**src/rtl/uart_pkg.sv**
```systemverilog
// Shared UART types: parity mode, transmitter FSM states and the baud divisor helper.
package uart_pkg;

  typedef enum logic [1:0] {
    PAR_NONE = 2'd0,
    PAR_EVEN = 2'd1,
    PAR_ODD  = 2'd2
  } parity_e;

  typedef enum logic [2:0] {
    ST_IDLE      = 3'd0,
    ST_START_BIT = 3'd1,
    ST_DATA      = 3'd2,
    ST_PARITY    = 3'd3,
    ST_STOP      = 3'd4
  } tx_state_e;

  // Clocks per bit, rounded to nearest.
  function automatic int unsigned uart_div(input int unsigned clk_freq,
                                           input int unsigned baud);
    return (clk_freq + baud / 2) / baud;
  endfunction

endpackage

```
**src/rtl/uart_baud_gen.sv**
```systemverilog
// Bit-period divider: counts 0..DIV-1 while enabled and flags the wrap cycle.
module uart_baud_gen #(
  parameter int unsigned DIV = 10
) (
  input  logic CLK,
  input  logic RST,
  input  logic EN,
  input  logic CLR,
  output logic TICK
);

  localparam int unsigned CW = (DIV > 1) ? $clog2(DIV) : 1;

  logic [CW-1:0] cnt_q;
  logic          wrap_c;

  assign wrap_c = (cnt_q == CW'(DIV - 1));
  assign TICK   = EN && wrap_c;

  always_ff @(posedge CLK) begin
    if (RST || CLR) begin
      cnt_q <= '0;
    end else if (EN) begin
      cnt_q <= wrap_c ? '0 : cnt_q + CW'(1);
    end
  end

endmodule

```
**src/rtl/uart_tx_param.sv**
```systemverilog
// Parameterised UART transmitter: start bit, LSB-first data, optional parity, 1 or 2 stop bits.
module uart_tx_param
  import uart_pkg::*;
#(
  parameter int unsigned CLK_FREQ  = 50_000_000,
  parameter int unsigned BAUD      = 9600,
  parameter int unsigned DATA_BITS = 8,
  parameter parity_e     PARITY    = PAR_NONE,
  parameter int unsigned STOP_BITS = 1
) (
  input  logic       CLK,
  input  logic       RST,
  input  logic       START,
  input  logic [8:0] DATA,
  output logic       BUSY,
  output logic       DONE,
  output logic       TX_LINE
);

  localparam int unsigned DIV = uart_div(CLK_FREQ, BAUD);
  localparam int unsigned IW  = 4;

  if (DIV < 2) begin : g_bad_div
    $error("uart_tx_param: bit period DIV must be at least 2");
  end
  if (DATA_BITS < 5 || DATA_BITS > 9) begin : g_bad_data_bits
    $error("uart_tx_param: DATA_BITS must be in 5..9");
  end
  if (PARITY != PAR_NONE && PARITY != PAR_EVEN && PARITY != PAR_ODD) begin : g_bad_parity
    $error("uart_tx_param: PARITY must be PAR_NONE, PAR_EVEN or PAR_ODD");
  end
  if (STOP_BITS != 1 && STOP_BITS != 2) begin : g_bad_stop_bits
    $error("uart_tx_param: STOP_BITS must be 1 or 2");
  end

  tx_state_e            state_q, state_d;
  logic [DATA_BITS-1:0] shreg_q, shreg_d;
  logic [IW-1:0]        idx_q, idx_d;
  logic                 par_q, par_d;
  logic                 tx_q, tx_d;
  logic                 busy_q, busy_d;
  logic                 done_q, done_d;
  logic                 tick;
  logic                 unused_data;

  // Bits above DATA_BITS are intentionally ignored.
  assign unused_data = ^DATA;

  uart_baud_gen #(
    .DIV (DIV)
  ) u_baud (
    .CLK  (CLK),
    .RST  (RST),
    .EN   (state_q != ST_IDLE),
    .CLR  (state_q == ST_IDLE),
    .TICK (tick)
  );

  // Next-state and next-output logic; outputs are registered below.
  always_comb begin
    state_d = state_q;
    shreg_d = shreg_q;
    idx_d   = idx_q;
    par_d   = par_q;
    tx_d    = tx_q;
    busy_d  = busy_q;
    done_d  = 1'b0;
    case (state_q)
      ST_IDLE: begin
        tx_d   = 1'b1;
        busy_d = 1'b0;
        if (START) begin
          state_d = ST_START_BIT;
          tx_d    = 1'b0;
          busy_d  = 1'b1;
          shreg_d = DATA[DATA_BITS-1:0];
          par_d   = (PARITY == PAR_ODD) ^ (^DATA[DATA_BITS-1:0]);
          idx_d   = '0;
        end
      end
      ST_START_BIT: begin
        if (tick) begin
          state_d = ST_DATA;
          tx_d    = shreg_q[0];
          idx_d   = '0;
        end
      end
      ST_DATA: begin
        if (tick) begin
          if (idx_q == IW'(DATA_BITS - 1)) begin
            idx_d = '0;
            if (PARITY != PAR_NONE) begin
              state_d = ST_PARITY;
              tx_d    = par_q;
            end else begin
              state_d = ST_STOP;
              tx_d    = 1'b1;
            end
          end else begin
            shreg_d = shreg_q >> 1;
            tx_d    = shreg_q[1];
            idx_d   = idx_q + IW'(1);
          end
        end
      end
      ST_PARITY: begin
        if (tick) begin
          state_d = ST_STOP;
          tx_d    = 1'b1;
          idx_d   = '0;
        end
      end
      ST_STOP: begin
        if (tick) begin
          if (idx_q == IW'(STOP_BITS - 1)) begin
            state_d = ST_IDLE;
            busy_d  = 1'b0;
            done_d  = 1'b1;
            tx_d    = 1'b1;
          end else begin
            idx_d = idx_q + IW'(1);
          end
        end
      end
      default: begin
        state_d = ST_IDLE;
        tx_d    = 1'b1;
        busy_d  = 1'b0;
      end
    endcase
  end

  always_ff @(posedge CLK) begin
    if (RST) begin
      state_q <= ST_IDLE;
      shreg_q <= '0;
      idx_q   <= '0;
      par_q   <= 1'b0;
      tx_q    <= 1'b1;
      busy_q  <= 1'b0;
      done_q  <= 1'b0;
    end else begin
      state_q <= state_d;
      shreg_q <= shreg_d;
      idx_q   <= idx_d;
      par_q   <= par_d;
      tx_q    <= tx_d;
      busy_q  <= busy_d;
      done_q  <= done_d;
    end
  end

  assign BUSY    = busy_q;
  assign DONE    = done_q;
  assign TX_LINE = tx_q;

endmodule

```
**config.mk**
```make
export PLATFORM = sky130hd
export DESIGN_NAME = uart_tx_param
export DESIGN_NICKNAME = d
export VERILOG_FILES = /design/src/rtl/uart_pkg.sv /design/src/rtl/uart_baud_gen.sv /design/src/rtl/uart_tx_param.sv
export SDC_FILE = /design/constraint.sdc
export NUM_CORES = 1
export LEC_CHECK = 0
export CORE_UTILIZATION = 32
export DETAILED_ROUTE_END_ITERATION = 10
export RECOVER_POWER = 100
export SLEW_MARGIN = 40
export SYNTH_ARGS = -nofsm -noshare
export SYNTH_HDL_FRONTEND = slang
export SYNTH_SLANG_ARGS = --single-unit
export TNS_END_PERCENT = 50
```
**constraint.sdc**
```tcl
create_clock -name CLK -period 3.3 [get_ports CLK]
set_input_delay 0.495 -clock CLK [delete_from_list [all_inputs] [get_ports CLK]]
set_output_delay 0.495 -clock CLK [all_outputs]
set_load 0.02 [all_outputs]
```
Word level (Yosys, flattened, before mapping)
Cells that the tools add are included.

operators by class
  mux-type cells = 33
  equality and inequality tests = 16
  bitwise operators = 3
  reductions and logical operators = 15
  add/sub/neg operators = 2

operators by type and width
  operator                                                                number
  4-bit two-way mux                                                       6
  8-bit two-way mux                                                       3
  3-bit two-way mux                                                       7
  2-bit inequality test (second input constant)                           9
  4-bit case mux with 4 select lines                                      1
  8-bit case mux with 2 select lines                                      1
  3-bit case mux with 5 select lines                                      1
  13-bit by 1-bit adder with 13-bit output (second input constant)        1
  13-bit equality test (second input constant)                            1
  13-bit two-way mux                                                      1
  1-bit two-way mux                                                       11
  7-bit AND reduction                                                     1
  3-bit by 2-bit equality test with 1-bit output (second input constant)  2
  6-bit AND reduction                                                     1
  3-bit OR reduction                                                      2
  1-bit case mux with 5 select lines                                      1
  5-bit AND reduction                                                     1
  4-bit by 1-bit adder with 4-bit output (second input constant)          1
  4-bit by 3-bit equality test with 1-bit output (second input constant)  1
  4-bit logical NOT                                                       1
  4-bit AND reduction                                                     1
  4-bit nonzero test                                                      1
  3-bit by 1-bit equality test with 1-bit output (second input constant)  1
  3-bit equality test (second input constant)                             1
  10 further kinds                                                        12

storage, ports and cells
  output and inout bits = 3
  bits of input ports = 12
  register bits after elaboration = 31

Depth between registers and ports, before layout
  word-level depth = 4
  gate-level depth with buffers = 7
  gate-level depth less buffers = 7

Hierarchy
A second synthesis with hierarchy kept.

unflattened totals
  cell total of the unflattened synthesis = 188
  area total of the unflattened synthesis = 1,737.9 um2

modules (own cells, without submodules)
  module         cells an instance  instances  area an instance (um2)
  uart_tx_param  118                1          1,099.8
  uart_baud_gen  70                 1          638.1

Least setup slack after synthesis
OpenSTA, ideal clock, no wires.

  kind = reg2reg
  from = register u_baud.cnt_q[0]
  to = register u_baud.cnt_q[3]
  library setup time = 64 ps
  arrival = 1,593 ps
  path slack = 1,643 ps
  buffers on the path = 2
  stages on the path, launching flop included = 8
  path through = dfxtp_1 -> ha_1 -> and4b_1 -> and3_1 -> buf_6 -> or3_4 -> buf_6 -> nor2_1

between the ends
  longest elaborated chain between the ends = 2
  elaborated cells on any way between the ends = 3
  classes of those cells = add/sub (1); eq/ne (1); mux (1)

RTL lines
  item                                                                              RTL line                                  text
  start: declaration                                                                uart_baud_gen.sv:14                       logic [CW-1:0] cnt_q;
  start signal: assignment                                                          uart_baud_gen.sv:24                       cnt_q <= wrap_c ? '0 : cnt_q + CW'(1);
  13-bit by 1-bit adder with 13-bit output or 13-bit equality test (tied branches)  uart_baud_gen.sv:24, uart_baud_gen.sv:17
  13-bit two-way mux (*)                                                            uart_baud_gen.sv:24

Mark *: on every way between the ends. The rest lies on a longest branch, timed or not.
A chain may end at the register's enable or synchronous reset.

Worst setup path after layout
  from = register state_q[0]
  to = register idx_q[3]

between the ends
  longest elaborated chain between the ends = 4
  elaborated cells on any way between the ends = 16
  classes of those cells = eq/ne (9); mux (1); reduce/logical (6)

RTL lines
  item                                                                                             RTL line              text
  start: declaration                                                                               uart_tx_param.sv:36   tx_state_e state_q, state_d;
  start signal: assignment                                                                         uart_tx_param.sv:143  state_q <= state_d;
  3-bit by 2-bit equality test with 1-bit output, or another cell as far along                     uart_tx_param.sv:68   case (state_q)
  2-bit OR reduction (no source line) or 1-bit logical AND (tied branches)                         --
  2-bit by 1-bit inequality test with 1-bit output (no source line), or another cell as far along  --
  6-bit AND reduction (no source line)                                                             --
  end signal: assignment                                                                           uart_tx_param.sv:145  idx_q <= idx_d;
  end: declaration                                                                                 uart_tx_param.sv:38   logic [IW-1:0] idx_q, idx_d;

Several ways; a longest one is shown, not always the timed one.

==> flow_summary.toml <==
[outcome]
outcome = "complete, no violations"

[sta]
tightest_slew_ns = 0.731
post-route-period-util_pct = 66.5
setup_viol = 0
setup_ws_ns = 1.11
skew_ns = 0.0100
grt_setup_unrepaired = "no"
max_freq_ghz = 0.456
maxSlewHeadroom_pct = 50.9
tns_ns = 0
maxSlewViolCount = 0
min_period_ns = 2.19
hold_viol = 0

[placement]
dp_hpwl_um = 2110
post-place-ws_ns = 1.14
portBuffers = 13
routabilityCongestion = 0.751

[power_and_ir_drop]
power.density_nw_per_um2 = 461
pwr-share-seq_pct = 46.8
swShare_pct = 21.9
pwr-share-clk_pct = 45.6
p_comb_share_pct = 7.7
max-vdd-ir-drop_mv = 0.255
p_switching_uw = 186
intPower_uw = 663
p_leak_nw = 0.618

[worst_setup_path]
crit_path_end = "idx_q[3]"
path_max_fanout = 16
crit_cells = 5
critical_path.top_delay_family = "compound AO/OA/AOI/OAI gates"
r2r_slack_ns = 1.11
cp-startpoint = "state_q[0]"
cpMaxStageDelayCell = "a21boi_0"
reg2reg_depth = 5
crit_buf_inv = 0
critPathKind = "reg -> reg"
reg2reg_from = "state_q[0]"
crit_path_start_kind = "flip-flop"
arrival_ns = 2.37
critical_path.max_stage_delay_ns = 0.65
timing.rr.end = "idx_q[3]"
end_kind = "flip-flop"
required_ns = 3.47
path_cells = "nor3_1 -> nand2_1 -> a21boi_0 -> nand2b_1 -> o31ai_1"

[cts]
cts_made_buffers = 5
path_clk_slew_ns = 0.07
clk_latency_ns = 0.28
cts_tree = "yes"
clock_sinks = 31
post_cts_buffers = 0
clockRootBuffer = "clkbuf_8"
ctsHoldBuffers = 0
cts_resized = 0
htree_num_levels = 2
clockBufferDepth = 2

[yosys]
synth_top_family_by_area = "simple AND/OR/NAND/NOR gates"
synth_fp_nets = 194
synth_seq_cells = 31
syn_avg_cell_area_sq_um = 8.87
synthAdderAreaFrac_pct = 2.36
synth_simple_gate_area_share_pct = 33.8
netlist_area_sq_um = 1590
synth_edf_count = 0
synthXorXnorAreaFrac_pct = 4.96
yosys-mux-area-fraction_pct = 0
yosys_warnings = 0
synth_cell_types = 45
synth-seq-area-share_pct = 39.1
synth_compound_area_share_pct = 16.1
syn_inst = 179
synthFlopType = "dfxtp_1"
async_flop_share_pct = 0

[global_route]
first_global_vias = 1212
antenna_found_initial = 0
grt_pass1_wl_um = 5320
grt_max_degree = 17
track_usage_pct = 13.1
grt_remaining_overflow = 0

[floorplanning]
num_rows = 25
ios = 15
initial_core_util_pct = 33.4
core_region_area_sq_um = 4750
die_width_um = 72.4
die_h_um = 72.4
die_area_sq_um = 5250

[job]
cap_viol_max_count = 0

[drt]
drt-total-wl_um = 3080
drt_iter0_drc = 79
drtAntennaViolNets = 0
firstDrtPassIters = 4
viasPerCell = 4.91
via_count = 1276
drc = 0
routedWlPerCell_um = 11.8

[finish]
n_fill_cell = 513
utilization_pct = 38.7
finalNetCount = 207
area_growth_pct = 16.0
drive_gt1_share_pct = 9.33
antenna_cells = 0

[worst_hold_path]
hold_class = "reg -> reg"
## per-layer routing
layer | GRT usage, % | wire length [um] | vias to the layer above
li1 | - | - | 675
met1 | 16.6 | 1510 | 582
met2 | 20.6 | 1420 | 14
met3 | 3.75 | 104 | 5
met4 | 5.88 | 51 | 0
met5 | 0 | 0 | -
## cells in the mapped netlist, types with 2 or more instances
master     n  area (sq um)
nand3_1   11          55.1
nor2b_1    4          25.0
nor3_1     8          40.0
nand4_1    3          18.8
or3_1      3          18.8
and3_1     2          12.5
nand3b_1   6          45.0
buf_6      2          22.5
xor2_1     2          17.5
a21oi_1    7          35.0
o31ai_1    2          15.0
a31oi_1    2          12.5
dfxtp_1   31           621
xnor2_1    7          61.3
ha_1       3          37.5
o221a_2    5          56.3
clkbuf_1   4          15.0
nor2_1    32           120
inv_1      3          11.3
buf_2      2          10.0
nor3b_1    2          15.0
o221a_1    2          22.5
nand2_1    5          18.8
nand2b_1   3          18.8
o21ai_0    8          40.0
## placed cells by master (no fill, tap or decap), types with 3 or more instances in the layout
master	instances
nor3_1	8
o21ai_0	8
or3_1	4
nor2b_1	4
ha_1	3
nand3_1	11
nand4_1	3
nand2_1	6
clkdlybuf4s50_1	9
dlygate4sd3_1	4
clkbuf_8	6
nand2b_1	3
xnor2_1	7
a21oi_1	7
o221a_2	5
dfxtp_1	31
inv_1	3
nor2_1	32
nand3b_1	6
## cell families after synthesis
kind of cell	Yosys count
buffers and inverters	11
AOI/OAI and AO/OA	34
and+or+nand+nor	91
adders and majority gates	3
DFF	31
xor gates and xnor gates	9
## power by group through the flow
stage / sequential [mW] / clock [mW] / combinational [mW]
floorplan: 0.404 / 0 / 0.0463
global placement: 0.406 / 0 / 0.0705
detailed placement: 0.406 / 0 / 0.0707
CTS: 0.397 / 0.399 / 0.0714
global route: 0.399 / 0.413 / 0.0730
finish: 0.397 / 0.387 / 0.0650
## per-stage QoR
stage                     hold slack, ns  power [mW]  cell area (sq um)  std cells
after floorplan                    0.418       0.450               1590        179
after global placement             0.432       0.477               1760        252
after detailed placement           0.444       0.477               1760        252
after CTS                          0.455       0.868               1880        260
after global routing               0.482       0.885               1840        260
final                              0.451       0.849               1840        260
## layout make-up
cell class	count	area [sq um]	share of cell area (%)
clock buffer	6	82.6	4.48
sequential	31	621	33.7
multi-input combinational	137	875	47.5
clock inverter	2	35.0	1.90
timing repair buffer	14	134	7.27
inverter	3	11.3	0.611
tap	67	83.8	4.55
## flip-flops by register name, indices dropped and copies added (netlist names)
register      cells
idx_q             4
TX_LINE           1
state_q           3
u_baud.cnt_q     13
DONE              1
shreg_q           8
BUSY              1
## worst min-delay path by stage
stage,from,cells after the start,slack (ns),endpoint
finish,u_baud.cnt_q[0],1,0.45,u_baud.cnt_q[0]
global route,u_baud.cnt_q[0],1,0.48,u_baud.cnt_q[0]
CTS,u_baud.cnt_q[0],1,0.45,u_baud.cnt_q[0]
detailed placement,u_baud.cnt_q[0],1,0.44,u_baud.cnt_q[0]
global placement,u_baud.cnt_q[0],1,0.43,u_baud.cnt_q[0]
floorplan,u_baud.cnt_q[0],1,0.42,u_baud.cnt_q[0]
(Power assumes the default switching activity.)
